File: config.mk
export PLATFORM = sky130hd
export DESIGN_NAME = load_store_unit
export DESIGN_NICKNAME = d
export VERILOG_FILES = /design/src/rtl/load_store_unit.sv
export SDC_FILE = /design/constraint.sdc
export NUM_CORES = 1
export LEC_CHECK = 0
export ABC_AREA = 0
export ABC_CLOCK_PERIOD_IN_PS = 8730
export BUFFER_PORTS_ARGS = -buffer_cell sky130_fd_sc_hd__buf_2
export CAP_MARGIN = 40
export CELL_PAD_IN_SITES_DETAIL_PLACEMENT = 2
export CELL_PAD_IN_SITES_GLOBAL_PLACEMENT = 2
export CORE_MARGIN = 3
export CORE_UTILIZATION = 33
export DETAILED_ROUTE_END_ITERATION = 6
export PLACE_DENSITY_LB_ADDON = 0.1
export SLEW_MARGIN = 20
export SYNTH_ARGS = -nofsm -noshare
export SYNTH_HDL_FRONTEND = slang
export SYNTH_SLANG_ARGS = --single-unit
File: constraint.sdc
create_clock -name clk_i -period 8.73 [get_ports clk_i]
set_clock_uncertainty 0.2 [all_clocks]
set_input_delay 1.746 -clock clk_i [delete_from_list [all_inputs] [get_ports clk_i]]
set_output_delay 1.746 -clock clk_i [all_outputs]
set_load 0.005 [all_outputs]
File: src/rtl/load_store_unit.sv
// Memory-stage load/store unit: registers a req/ack bus transaction, builds byte enables,
// replicates store data, aligns and extends load data, and reports misaligned/bus faults.
module load_store_unit #(
    parameter int TIMEOUT_CYCLES = 16
) (
    input  logic        clk_i,
    input  logic        reset_i,
    input  logic        req_valid_i,
    input  logic        is_load_i,
    input  logic        is_store_i,
    input  logic [2:0]  mem_op_i,
    input  logic [31:0] addr_i,
    input  logic [31:0] wdata_i,
    input  logic        flush_i,
    output logic        bus_req_o,
    output logic        bus_we_o,
    output logic [31:0] bus_addr_o,
    output logic [31:0] bus_wdata_o,
    output logic [3:0]  bus_be_o,
    input  logic        bus_ack_i,
    input  logic        bus_err_i,
    input  logic [31:0] bus_rdata_i,
    output logic        stall_o,
    output logic [31:0] load_data_o,
    output logic        load_valid_o,
    output logic        exc_misaligned_o,
    output logic        exc_bus_o
);
    localparam int CW = (TIMEOUT_CYCLES > 2) ? $clog2(TIMEOUT_CYCLES) : 1;

    typedef enum logic [1:0] {IDLE, REQ, RESP} state_e;

    state_e        state_q, state_d;
    logic [CW-1:0] cnt_q, cnt_d;
    logic          kill_q, kill_d;
    logic          req_q, req_d;
    logic          we_q, we_d;
    logic [31:0]   addr_q, addr_d;
    logic [31:0]   wdata_q, wdata_d;
    logic [3:0]    be_q, be_d;
    logic [31:0]   ldata_q, ldata_d;
    logic          lvalid_q, lvalid_d;
    logic          excbus_q, excbus_d;
    logic [2:0]    op_q, op_d;
    logic [1:0]    off_q, off_d;
    logic          ld_q, ld_d;

    logic          op, mis, timeout, fault, finish, drop;
    logic [3:0]    be_new;
    logic [31:0]   wd_new, shifted, ext;

    // Size decode uses funct3[1:0]; bit 2 only selects zero-extension for loads.
    always_comb begin
        op = req_valid_i & (is_load_i | is_store_i) & ~flush_i;
        case (mem_op_i[1:0])
            2'b00: begin
                mis    = 1'b0;
                be_new = 4'b0001 << addr_i[1:0];
                wd_new = {4{wdata_i[7:0]}};
            end
            2'b01: begin
                mis    = addr_i[0];
                be_new = addr_i[1] ? 4'b1100 : 4'b0011;
                wd_new = {2{wdata_i[15:0]}};
            end
            default: begin
                mis    = |addr_i[1:0];
                be_new = 4'b1111;
                wd_new = wdata_i;
            end
        endcase
    end

    always_comb begin
        shifted = bus_rdata_i >> {off_q, 3'b000};
        case (op_q)
            3'b000:  ext = {{24{shifted[7]}}, shifted[7:0]};
            3'b001:  ext = {{16{shifted[15]}}, shifted[15:0]};
            3'b100:  ext = {24'd0, shifted[7:0]};
            3'b101:  ext = {16'd0, shifted[15:0]};
            default: ext = shifted;
        endcase
    end

    assign timeout = (TIMEOUT_CYCLES != 0) && (cnt_q == CW'(TIMEOUT_CYCLES - 1));
    assign fault   = bus_err_i | timeout;
    assign finish  = bus_ack_i | fault;
    // A flush arriving on the completing cycle kills the response just like an earlier one.
    assign drop    = kill_q | flush_i;

    always_comb begin
        state_d  = state_q;
        cnt_d    = cnt_q;
        kill_d   = kill_q;
        req_d    = req_q;
        we_d     = we_q;
        addr_d   = addr_q;
        wdata_d  = wdata_q;
        be_d     = be_q;
        ldata_d  = ldata_q;
        lvalid_d = 1'b0;
        excbus_d = 1'b0;
        op_d     = op_q;
        off_d    = off_q;
        ld_d     = ld_q;
        case (state_q)
            IDLE: begin
                if (op && !mis) begin
                    state_d = REQ;
                    req_d   = 1'b1;
                    we_d    = is_store_i;
                    addr_d  = {addr_i[31:2], 2'b00};
                    wdata_d = wd_new;
                    be_d    = be_new;
                    op_d    = mem_op_i;
                    off_d   = addr_i[1:0];
                    ld_d    = is_load_i;
                    cnt_d   = '0;
                    kill_d  = 1'b0;
                end
            end
            REQ: begin
                cnt_d = cnt_q + CW'(1);
                if (flush_i)
                    kill_d = 1'b1;
                if (finish) begin
                    state_d = RESP;
                    req_d   = 1'b0;
                    cnt_d   = '0;
                    if (fault) begin
                        excbus_d = ~drop;
                    end else begin
                        lvalid_d = ld_q & ~drop;
                        if (ld_q)
                            ldata_d = ext;
                    end
                end
            end
            RESP: begin
                state_d = IDLE;
                kill_d  = 1'b0;
            end
            default: state_d = IDLE;
        endcase
    end

    always_ff @(posedge clk_i or posedge reset_i) begin
        if (reset_i) begin
            state_q  <= IDLE;
            cnt_q    <= '0;
            kill_q   <= 1'b0;
            req_q    <= 1'b0;
            we_q     <= 1'b0;
            addr_q   <= '0;
            wdata_q  <= '0;
            be_q     <= '0;
            ldata_q  <= '0;
            lvalid_q <= 1'b0;
            excbus_q <= 1'b0;
            op_q     <= '0;
            off_q    <= '0;
            ld_q     <= 1'b0;
        end else begin
            state_q  <= state_d;
            cnt_q    <= cnt_d;
            kill_q   <= kill_d;
            req_q    <= req_d;
            we_q     <= we_d;
            addr_q   <= addr_d;
            wdata_q  <= wdata_d;
            be_q     <= be_d;
            ldata_q  <= ldata_d;
            lvalid_q <= lvalid_d;
            excbus_q <= excbus_d;
            op_q     <= op_d;
            off_q    <= off_d;
            ld_q     <= ld_d;
        end
    end

    assign bus_req_o        = req_q;
    assign bus_we_o         = we_q;
    assign bus_addr_o       = addr_q;
    assign bus_wdata_o      = wdata_q;
    assign bus_be_o         = be_q;
    assign load_data_o      = ldata_q;
    assign load_valid_o     = lvalid_q;
    assign exc_bus_o        = excbus_q;
    assign stall_o          = ~reset_i & ((state_q == REQ) | ((state_q == IDLE) & op & ~mis));
    assign exc_misaligned_o = ~reset_i & (state_q == IDLE) & op & mis;
endmodule
==> impl.org, run 1 <==
** Timing
- The routed design could run at a clock period as short as 5257 ps.
- Final number of setup-violating endpoints :: 0
- At the pin with the least slew margin, the transition time is between 700 and 800 ps.
- Ratio of final minimum period to clock period :: 60.22%
- The max-slew violation total from the final report was 0.
- Remaining max-slew budget at the tightest pin :: between 50% and 60%
- The hold violation count in the final report came to 0.
- Setup Total Neg Slack :: 0 ps
- Setup repair after global routing left no endpoint under its margin.
- Timing would allow up to approximately 0.19 GHz.

** GRT
- Number of global-route vias before repair :: around 5000
- Wire length of the first global-routing pass :: 27.90 mm
- Total GRT Usage :: between 10% and 20%
- For this run the aggregate overflow at the end of global routing stands at 0.
- Antenna violations before repair :: 1
- Entering global routing, the biggest net connects 59 pins.

** Clocking
- Clock H-tree levels :: 4
- No sink is reached through more buffers than the 2 on the longest clock path.
- Clock slew at reported path FFs :: roughly 50 ps
- Clock sinks :: roughly 120
- Clock tree synthesis selected as its root buffer the cell clkbuf_16.
- TritonCTS built the clock tree.
- Buffers inserted to repair hold after CTS numbered 0.
- For the worst-skew pair, the clock arrives at the later sink with an insertion delay of 410 ps.
- Post-CTS repair changed the size of 0 cells.
- TritonCTS Buffers :: 17
- The number of setup buffers added after CTS is 0.

** Die
- DIE WIDTH :: 134.0 µm
- The initial utilization of the core area, before any placement, comes to 33.89%.
- Row Count :: 46
- Pin placement for this block handled 213 I/O pins.
- The core region is approximately 0.016 mm².
- In this run the vertical extent of the chip is ~130 µm.
- Die outline area :: roughly 0.018 mm²

** Layout
- Share of layout cells above drive strength 1 :: between 50% and 60%
- Final-layout fill cell count :: roughly 1700
- The multi-input combinational cells in the finished layout cover a total of approximately 0.0024 mm².
- Final design utilization :: about 45%
- Registers take about 0.0029 mm².
- Non-filler instance count after layout :: 874
- Net count, final :: 752
- Compared with the post-synthesis result, the final layout area differs by 33.65%.

** Placement
- Routability-driven placement finished with a final weighted congestion of slightly below 0.8.
- Post-DP HPWL :: between 10 and 15 mm
- Count of buffers inserted at the top-level ports :: 210
- Including well taps, the total number of placed cells is 841.

** Setup path
- Setup slack of the worst register-to-register path :: ~6100 ps
- Counting cells, the worst reg-to-reg path comes to 5.
- STA puts the critical path data required time at around 6800 ps.
- STA classifies the critical path endpoint as a primary output.
- Critical path launch point type :: input pin
- The startpoint identified for the worst register-to-register timing path is state_q[1].
- Critical path data arrival time :: 3310 ps
- CP Class :: input pin to primary output
- The endpoint identified for the worst register-to-register timing path is bus_addr_o[11].
- Largest fanout on the critical path :: 34

** Synthesis
- Number of distinct library cell variants in the gate-level netlist after synthesis :: 46
- In this run, synthesis inferred 0 flip-flops with an integrated enable.
- The mapped netlist covers ~0.0054 mm².
- After synthesis, the mean cell area works out to 12.31 µm².
- Warnings, synthesis :: 0
- The cell count after synthesis came out at roughly 440.
- After synthesis the netlist holds a flip-flop and latch count of ~120.
- After synthesis, flip-flops and latches occupy approximately 53% of the total area.
- Share of synthesized flip-flops with an asynchronous set or reset :: 100.0%
- In the synthesized netlist the dominant register cell turns out to be dfrtp_1.

** Drt
- Once detail routing completed, the nets flagged for antenna violations numbered 0.
- Total vias in the final route :: ~4300
- Wires add up to about 17 mm.
- Met2 wire length :: a little over 9 mm
- Initial DRC count :: between 90 and 100
- Top sig layer :: met4
- Sum of met3 wire segment lengths after detailed routing :: 1.358 mm
- Average wire per cell in the routed design :: about 20 µm
- Vias per cell :: slightly below 5
- The detailed router put a total of between 6 and 7 mm of wire on met1.
- The pre-antenna-repair detailed-routing pass consisted of 6 iterations.
- After detailed routing, the number of remaining DRC violations is 0.

** Worst hold path
- Count of cells along the worst hold path :: 1
- In this run the worst hold path is classified as flop to flop.
- The path with the worst hold slack has its endpoint at bus_be_o[0].
- Hold_sp :: bus_be_o[0]

** Run
- Max-cap check violation count :: 0

** Pwr
- Worst ir drop on vdd :: ~0.14 mV
- Total Power :: 1997 µW
- Leakage power of the design :: roughly 0.0034 µW
- Power per standard cell area :: between 200 and 300 mW/mm²

** Status
- The flow ran to the end, and the final reports show no timing, DRC or antenna violations.
## through the flow
step / area, µm² / setup WS (ps) / hold WS, ps
2_1_floorplan: 5406 / 3740 / 249.6
3_3_place_gp: 6608 / 3500 / 275.1
3_5_place_dp: 6698 / 3466 / 287.5
4_1_cts: 7218 / 3461 / 299.4
5_1_grt: 7221 / 3376 / 311.0
6_report: 7221 / 3473 / 298.9
## worst max-delay path by stage
stage,cells after the start,slack [ps],to,startpoint
floorplan,1,3740,bus_addr_o[10],reset_i
global placement,6,3500,stall_o,mem_op_i[1]
detailed placement,6,3470,stall_o,mem_op_i[1]
CTS,6,3460,stall_o,mem_op_i[1]
global route,6,3380,stall_o,mem_op_i[1]
finish,6,3470,stall_o,mem_op_i[1]
## power breakdown
part | switching [µW] | total, µW | internal, µW
Clock | 249 | 608 | 358
Sequential | 104 | 809 | 705
Combinational | 269 | 580 | 311
Total | 622 | 2000 | 1380
## placed cells by master (no fill, tap or decap), drive strengths merged, types with 2 or more instances in the layout
master,n
a221o,2
nor2b,8
o21ai,17
or2,2
conb,2
o22a,16
nand2b,5
mux2i,24
o2bb2ai,7
a211oi,8
inv,5
clkinvlp,7
nor4,4
clkbuf,18
mux2,93
a21oi,17
nor2,27
buf,218
o41ai,2
and2,9
nand3,3
nor3,3
o21a,2
nand2,19
clkinv,6
a22o,3
dfrtp,115
## synthesized netlist by cell type (2+ instances only)
library cell / instances / area share, %
a211oi_1: 7 / 0.97
a21oi_1: 17 / 1.6
a221o_1: 2 / 0.37
a22o_1: 3 / 0.49
and2_1: 9 / 1.0
buf_1: 3 / 0.21
buf_2: 5 / 0.46
buf_4: 4 / 0.56
buf_6: 2 / 0.42
clkbuf_1: 19 / 1.3
dfrtp_1: 115 / 53
inv_1: 4 / 0.28
mux2_2: 93 / 19
mux2i_1: 24 / 4.4
nand2_1: 19 / 1.3
nand2b_1: 5 / 0.58
nand3_1: 3 / 0.28
nor2_1: 26 / 1.8
nor2b_1: 8 / 0.93
nor3_1: 3 / 0.28
nor4_1: 4 / 0.46
o21a_1: 2 / 0.28
o21ai_0: 16 / 1.5
o22a_1: 16 / 2.6
o2bb2ai_1: 7 / 1.1
o41ai_1: 2 / 0.32
or2_2: 2 / 0.23
## flip-flops by register name (all words and copies together), names as in the netlist
signal,cells
load_valid_o,1
cnt_q,4
bus_wdata_o,32
bus_addr_o,30
bus_we_o,1
bus_be_o,4
bus_req_o,1
off_q,2
state_q,2
load_data_o,32
exc_bus_o,1
ld_q,1
kill_q,1
op_q,3
## area by class of cell
class                   count  area share (%)
multi-input cells         288           32.70
repair buffers            218           16.22
clock buffers              18           5.944
well taps                 216           3.743
clock inverters            14           1.265
diodes                      1         0.03466
inverters                   4          0.2426
flip-flops and latches    115           39.85
## worst max-delay path: stages
cell    delay, ps
buf_2         310
o21a_1        270
o41a_1        450
or2_2         330
nor2_1         90
buf_2         110
## routing by layer
metal	vias to the layer above	track usage (%)
li1	1990	-
met1	2194	22.23
met2	127	34.73
met3	10	8.327
met4	0	5.829
met5	-	0
## cell families (layout without fill, tap and decap cells)
family,Yosys count,in the layout,synth area share (%)
buffers and inverters,37,254,3.242
flip-flops,115,115,53.27
AND/OR/NAND/NOR,85,85,7.758
other,1,3,0.06941
AO/OA/AOI/OAI,80,80,10.86
adder cells (fa/ha/maj),1,1,0.2316
XOR/XNOR,2,2,0.3243
multiplexers,118,118,24.25
(Power assumes the default switching activity.)
==> run 2: changes to the inputs <==
--- a/config.mk
+++ b/config.mk
@@ -5,14 +5,14 @@
 export SDC_FILE = /design/constraint.sdc
 export NUM_CORES = 1
 export LEC_CHECK = 0
-export ABC_AREA = 0
-export ABC_CLOCK_PERIOD_IN_PS = 8730
+export ABC_AREA = 1
+export ABC_CLOCK_PERIOD_IN_PS = 5400
 export BUFFER_PORTS_ARGS = -buffer_cell sky130_fd_sc_hd__buf_2
 export CAP_MARGIN = 40
 export CELL_PAD_IN_SITES_DETAIL_PLACEMENT = 2
 export CELL_PAD_IN_SITES_GLOBAL_PLACEMENT = 2
 export CORE_MARGIN = 3
-export CORE_UTILIZATION = 33
+export CORE_UTILIZATION = 27
 export DETAILED_ROUTE_END_ITERATION = 6
 export PLACE_DENSITY_LB_ADDON = 0.1
 export SLEW_MARGIN = 20
==> constraint.sdc (replaced) <==
create_clock -name clk_i -period 5.4 [get_ports clk_i]
set_clock_uncertainty 0.2 [all_clocks]
set_input_delay 1.08 -clock clk_i [delete_from_list [all_inputs] [get_ports clk_i]]
set_output_delay 1.08 -clock clk_i [all_outputs]
set_load 0.005 [all_outputs]
==> impl.org, run 2 <==
** Clocking
- Worst skew pair latency :: 410 ps (about the same)
- Clk root buf :: clkbuf_16 (unchanged)
- The number of buffers inserted during clock tree synthesis is 17 (unchanged).
- The post-CTS setup-driven buffer insertion count was 0 (unchanged).
- The CTS H-tree depth came to 4 (unchanged).
- The TritonCTS clock tree is done (unchanged).
- The number of buffers on the longest clock path was 2 (unchanged).
- The post-CTS resize count came to 0 (unchanged).
- The count of hold buffers inserted by post-cts repair came to 0 (unchanged).
- The number of clock sinks seen by CTS is 115 (unchanged).
- Clock slew at reported path FFs :: 60 ps (was 50 ps)

** Die
- Vertical extent of the die :: 151.9 µm (was 134.0 µm)
- Core ar. :: 0.02056 mm² (was 0.01594 mm²)
- Initial Util :: 27.97% (was 33.89%)
- The row count is 52 (was 46).
- DIE WIDTH :: 151.9 µm (was 134.0 µm)
- I/O Pins :: 213 (unchanged)
- The floorplan die area came to 0.02309 mm² (was 0.01794 mm²).

** Layout
- Commonest cells after routing, fill and taps aside :: nand2_1, buf_2, dfrtp_1, nor2_1, nand3_1 (was buf_2, dfrtp_1, mux2_2, nor2_1, mux2i_1)
- The share of cells above drive strength 1 is 32.27% (was 53.42%).
- The layout filler cell count is 2434 (was 1697).
- The flip-flop and latch area is 0.002878 mm² (unchanged).
- The area of the multi-input gates is 0.002410 mm² (was 0.002361 mm²).
- Net count, final :: 1038 (was 752)
- The area added between synthesis and finish came to 32.14% (was 33.65%).
- The leading cell type in the layout, fill and taps excluded is nand2_1 (was buf_2).
- The final instance area came to 0.007599 mm² (was 0.007221 mm²).

** Synthesis
- The number of synthesized flops with an enable pin was 0 (unchanged).
- Share of synthesized flip-flops with an asynchronous set or reset :: 100.0% (unchanged)
- The number of cells produced by synthesis was 732 (was 439).
- Primary flip-flop cell chosen by synthesis mapping :: dfrtp_1 (unchanged)
- The mean instance size in the synthesized netlist was 7.856 µm² (was 12.31 µm²).
- Commonest cells in the netlist :: nand2_1, dfrtp_1, nor2_1, nand3_1, inv_1 (was dfrtp_1, mux2_2, nor2_1, mux2i_1)
- Main area contributors after synthesis: dfrtp_1, nand2_1, nand3_1, nor2_1, o21ai_0 (was dfrtp_1, mux2_2, mux2i_1, o22a_1, nor2_1).
- Area share of the leading cell type in the synthesized netlist :: 50.04% (was 53.27%)
- Warnings, synthesis :: 0 (unchanged)
- The fraction of the yosys area taken by sequential cells came to 50.04% (was 53.27%).
- The synthesis-stage register bit count was 115 (unchanged).
- Number of distinct library cell variants in the gate-level netlist after synthesis :: 35 (was 46)
- The top cell type by total area after synthesis is dfrtp_1 (unchanged).
- Cell area after technology mapping :: 0.005751 mm² (was 0.005403 mm²)
- The library cell with the highest instance count after synthesis is nand2_1 (was dfrtp_1).

** Drt
- The number of detailed-routing iterations run before antenna repair came to 4 (was 6).
- The final antenna-violating net count came to 0 (unchanged).
- Total vias in the final route :: 5629 (was 4321)
- Average wire per cell in the routed design :: 17.13 µm (was 19.72 µm)
- Initial DRC count :: 198 (was 94)
- Vias per cell :: 4.641 (was 4.944)
- WL final :: 20.78 mm (was 17.24 mm)
- Post-route DRC :: 0 (unchanged)

** Timing
- The count of endpoints failing setup in the final report came to 0 (unchanged).
- Measured slew at the worst slew-check pin :: 673.2 ps (was 712.5 ps)
- The post-route worst setup slack is 1699 ps (was 3473 ps).
- The hold violation count in the final report came to 0 (unchanged).
- The max-slew violation total from the final report is 0 (unchanged).
- Remaining max-slew budget at the tightest pin :: 54.95% (was 52.33%)
- Clock period minus final worst setup slack :: between 3000 and 4000 ps
- Ratio of final minimum period to clock period :: 68.54%
- Timing-limited maximum frequency :: approximately 0.27 GHz
- Setup Total Neg Slack :: 0 ps (unchanged)
- Unrepaired setup endpoints after global routing :: no (unchanged)

** Placement
- Count of buffers inserted at the top-level ports :: 210 (unchanged)
- Post-DP HPWL :: 15.85 mm (was 12.75 mm)
- The worst slack after detailed placement is 1684 ps (was 3466 ps).
- Final weighted congestion in routability-driven placement :: 0.8162 (was 0.7748)
- Standard cell area after detailed placement :: 0.006960 mm² (was 0.006698 mm²)

** Setup path
- The nature of the critical path endpoint was a primary output (unchanged).
- Cell-by-cell listing of the critical path :: buf_2 -> nor2_4 -> inv_2 -> nand2_2 -> nor4_1 -> buf_2 (was buf_2 -> o21a_1 -> o41a_1 -> or2_2 -> nor2_1 -> buf_2)
- CP Class :: input pin to primary output (unchanged)
- The slowest stage cell on the critical path was buf_2 (was o41a_1).
- Critical Path RT :: 4120 ps (was 6780 ps)
- Critical path launch point type :: input pin (unchanged)
- The worst stage delay on the critical path is 400 ps (was 450 ps).
- The worst-path maximum fanout is 26 (was 34).
- The most frequent cell on the critical path was buf_2 (unchanged).
- The slack of the worst reg-to-reg path came to 3260 ps (was 6070 ps).
- Critical path data arrival time :: 2420 ps (was 3310 ps)

** GRT
- Met1 Resource Use GR :: 22.22% (was 22.23%)
- The routing layer with the top usage in global route was met2 (unchanged).
- The met2 demand-to-capacity share in global routing came to 31.69% (was 34.73%).
- The maximum number of pins on one net before global-route repair was 75 (was 59).
- The met3 demand-to-capacity share in global routing was 5.233% (was 8.327%).
- Wire length of the first global-routing pass :: 34.18 mm (was 27.90 mm)
- The initial antenna violation count was 1 (unchanged).
- Total GRT Usage :: 18.25% (was 19.89%)
- Number of global-route vias before repair :: 6312 (was 5032)
- Final global-route overflow total :: 0 (unchanged)

** Status
- Run status: finished clean (unchanged).

** Worst hold path
- The class of the tightest hold or removal check is flop to flop (unchanged).

** Pwr
- The static power due to leakage came to 0.004164 µW (was 0.003435 µW).
- The peak supply drop is 0.1999 mV (was 0.1351 mV).
- The power density relative to cell area is 438.1 mW/mm² (was 276.6 mW/mm²).

** Run
- The max-capacitance violation count was 0 (unchanged).
run 2: cell types whose count changed in the layout (fill, tap and decap cells not counted), moves of 16 or more:
cell     change
inv_1       +35
nand3_1     +41
nand2_1    +272
o22a_1      -16
o21ai_0     +20
mux2_2      -93
nor2_2      +22
nor2_1      +30
mux2i_1     -24
o21ai_1     +18
run 2: report_power, final:
group	switching [µW]	internal (µW)	leakage (µW)	total (µW)
sequential	156	1100	0.00147	1260
combinational	524	393	0.00241	917
clock	410	744	0.000285	1150
run 2: cell type report:
type / count / area share (%)
clock inverter: 10 / 1.745
multi-input combinational: 532 / 31.71
inverter: 45 / 2.355
antenna: 1 / 0.03293
timing repair buffer: 219 / 15.77
clock buffer: 21 / 6.060
sequential: 115 / 37.87
tap: 270 / 4.446
run 2: routing by layer:
layer,part of all wire [%],wire [µm]
met1,43,8864
met2,51,10570
met3,5.1,1069
met4,1.3,261
met5,0.043,9
run 2: cells by family after synthesis:
family	count (synthesis)	share of synthesized area, %
buffers and inverters	86	8.333
other	1	0.06521
AOI/OAI and AO/OA	87	8.377
xor gates and xnor gates	2	0.3047
DFF	115	50.04
and+or+nand+nor	440	32.66
adders and majority gates	1	0.2175
run 2: worst max-delay path: cells and delay by family:
| kind | cells | cell delay [ps] |
|---|---|---|
| buffers and inverters | 3 | 790 |
| AND/OR/NAND/NOR | 3 | 550 |
run 2: worst paths after layout:
kind	from	to	depth (start not counted)
max in group asynchronous	reset_i	bus_wdata_o[27]	4
worst max register to register	cnt_q[0]	load_data_o[26]	8
min in group asynchronous	reset_i	bus_addr_o[3]	2
worst min-delay path	kill_q	load_valid_o	1
worst min register to register	kill_q	load_valid_o	1
worst max-delay path	mem_op_i[1]	exc_misaligned_o	6
run 2: metrics by stage:
step	cells	utilization (%)	hold slack, ps	power, µW
after floorplan	733	-	224.7	1759
after global placement	1175	33.45	248.9	2148
after detailed placement	1179	33.85	265.2	2210
after CTS	1210	36.74	277.4	3393
after global routing	1212	36.95	306.5	3567
final	1213	36.96	275.2	3329
==> run 3: changes to the inputs <==
--- a/config.mk
+++ b/config.mk
@@ -6,7 +6,7 @@
 export NUM_CORES = 1
 export LEC_CHECK = 0
 export ABC_AREA = 1
-export ABC_CLOCK_PERIOD_IN_PS = 5400
+export ABC_CLOCK_PERIOD_IN_PS = 3500
 export BUFFER_PORTS_ARGS = -buffer_cell sky130_fd_sc_hd__buf_2
 export CAP_MARGIN = 40
 export CELL_PAD_IN_SITES_DETAIL_PLACEMENT = 2
==> constraint.sdc (replaced) <==
create_clock -name clk_i -period 3.5 [get_ports clk_i]
set_clock_uncertainty 0.2 [all_clocks]
set_input_delay 0.7 -clock clk_i [delete_from_list [all_inputs] [get_ports clk_i]]
set_output_delay 0.7 -clock clk_i [all_outputs]
set_load 0.005 [all_outputs]
==> impl.org, run 3 (synthesis gave the netlist of run 2 again) <==
** Drt
- The via count was 5603 (was 5629).
- The ratio of routed vias to standard cells was 4.615 (was 4.641).
- The number of design-rule violations left by the first detailed-router iteration came to 185 (was 198).
- The total DRC errors in the routed layout is 0 (unchanged).
- WL final :: 20.71 mm (was 20.78 mm)
- Average wire per cell in the routed design :: 17.06 µm (was 17.13 µm)
- The final antenna-violating net count is 0 (unchanged).
- Pre-Repair DR Iteration Count :: 4 (unchanged)

** Timing
- The total negative setup slack is 0 ps (unchanged).
- Unrepaired setup endpoints after global routing :: no (unchanged)
- Derived from the worst setup path, the maximum achievable clock frequency is around 0.36 GHz.
- Ratio of final minimum period to clock period :: roughly four fifths
- The worst slew margin relative to its limit was 53.54% (was 54.95%).
- The post-route worst setup slack came to 729.1 ps (was 1699 ps).
- After layout, the minimum clock period comes to 2771 ps.
- The max-slew violation total from the final report came to 0 (unchanged).
- Measured slew at the worst slew-check pin :: 695.2 ps (was 673.2 ps)
- Hold Vio Cnt, Final :: 0 (unchanged)
- Final number of setup-violating endpoints :: 0 (unchanged)

** Clocking
- The number of buffers on the longest clock path came to 2 (unchanged).
- TritonCTS Buffers :: 17 (unchanged)
- The post-CTS setup-driven buffer insertion count was 0 (unchanged).
- The CTS H-tree depth was 4 (unchanged).
- Post-CTS Hold Fix Bufs :: 0 (unchanged)
- Clock tree from TritonCTS :: done (unchanged)
- Worst skew pair latency :: 410 ps (about the same)
- Clock slew at reported path FFs :: 60 ps (about the same)
- Clock sinks :: 115 (unchanged)
- The post-CTS resize count came to 0 (unchanged).
- Clk root buf :: clkbuf_16 (unchanged)

** Layout
- Final-layout fill cell count :: 2465 (was 2434)
- The core occupancy in the finished layout is 36.76% (was 36.96%).
- The non-filler instance count after layout is 1214 (was 1213).
- The area added between synthesis and finish came to 31.42% (was 32.14%).
- Share of layout cells above drive strength 1 :: 32.56% (was 32.27%)
- Commonest cells after routing, fill and taps aside :: nand2_1, buf_2, dfrtp_1, nor2_1, nand3_1 (unchanged)
- The final-stage net count was 1038 (unchanged).
- Commonest non-fill, non-tap cell in the layout :: nand2_1 (unchanged)

** Die
- The count of pins on the block boundary is 213 (unchanged).
- Row Count :: 52 (unchanged)
- The die boundary height was 151.9 µm (unchanged).
- Die outline area :: 0.02309 mm² (unchanged)
- Initial Util :: 27.97% (unchanged)
- The core footprint was 0.02056 mm² (unchanged).
- The die extent in x is 151.9 µm (unchanged).

** GRT
- The global-route congestion overflow total is 0 (unchanged).
- Number of global-route vias before repair :: 6414 (was 6312)
- Wire length of the first global-routing pass :: 34.52 mm (was 34.18 mm)
- Total GRT Usage :: 18.28% (was 18.25%)
- Maximum number of pins on one net before global-route repair :: 113 (was 75)
- Antenna violations before repair :: 3 (was 1)

** Setup path
- The worst-path maximum fanout came to 26 (unchanged).
- The nature of the critical path endpoint is a primary output (unchanged).
- Startpoint of the worst-slack reg-to-reg timing path :: cnt_q[0] (unchanged)
- The endpoint of the most critical register-to-register path was load_data_o[29] (was load_data_o[26]).
- Critical path data arrival time :: 1870 ps (was 2420 ps)
- The worst-case reg-to-reg path depth was 8 (unchanged).
- Setup slack of the worst register-to-register path :: 1200 ps (was 3260 ps)
- The data required time at the worst endpoint came to 2600 ps (was 4120 ps).
- CP Class :: input pin to primary output (unchanged)
- Critical path launch point type :: input pin (unchanged)

** Placement
- The placed instance count was 1181 (was 1179).
- The final weighted congestion in routability-driven placement was 0.7913 (was 0.8162).
- Post-DP HPWL :: 15.52 mm (was 15.85 mm)
- The worst slack after detailed placement is 680.4 ps (was 1684 ps).
- The number of buffers added on ports is 210 (unchanged).

** Pwr
- Leakage power of the design :: 0.004143 µW (was 0.004164 µW)
- Power per standard cell area :: 672.3 mW/mm² (was 438.1 mW/mm²)
- The peak supply drop was 0.2877 mV (was 0.1999 mV).

** Run
- Max-cap check violation count :: 0 (unchanged)

** Worst hold path
- Worst hold path class :: input pin to asynchronous set/reset pin (was flop to flop)

** Status
- Run status: finished clean (unchanged).
[run 3: changes by cell type in the layout (fill, tap and decap cells not counted), sizes merged]
cell	delta
clkbuf	-4
clkinv	+3
clkinvlp	+2
bufinv	-1
inv	+1
[run 3: layout make-up]
class	count	area, µm²	area share (%)
Sequential cell	115	2878	38.08
Timing Repair Buffer	219	1164	15.40
Multi-Input combinational cell	532	2410	31.89
Clock inverter	15	160.2	2.119
Tap cell	270	337.8	4.470
Antenna cell	1	2.502	0.03311
Inverter	45	180.2	2.384
Clock buffer	17	425.4	5.629
[run 3: worst max path at each step]
stage / startpoint / end / slack [ps] / cells past startpoint
after floorplan: mem_op_i[1] / stall_o / 1060 / 8
after global placement: mem_op_i[1] / exc_misaligned_o / 690 / 6
after detailed placement: mem_op_i[1] / exc_misaligned_o / 680 / 6
after CTS: mem_op_i[1] / exc_misaligned_o / 670 / 6
after global routing: mem_op_i[1] / exc_misaligned_o / 530 / 6
final: mem_op_i[1] / exc_misaligned_o / 730 / 6
[run 3: where the power goes]
part	total, µW	internal, µW	switching (µW)
logic	1420	599	816
registers	1930	1700	230
clock network	1740	1050	682
[run 3: critical path: stages]
cell and delay, ps:
buf_2 400, nor2_4 60, inv_2 180, nand2_2 130, nor4_1 230, buf_2 170
[run 3: stage by stage]
step	cell area, µm²	total power, µW	hold WS [ps]
6_report	7557	5081	256.3
5_1_grt	7557	5473	274.1
4_1_cts	7555	5200	256.5
3_5_place_dp	6969	3403	269.7
3_3_place_gp	6934	3317	258.4
2_1_floorplan	5758	2715	224.7
[run 3: routing by layer]
layer  share of wire (%)  GRT usage [%]
met3                 5.5          4.778
met5                0.13              0
met4                 1.4          4.795
met1                  42          22.11
met2                  51          32.35
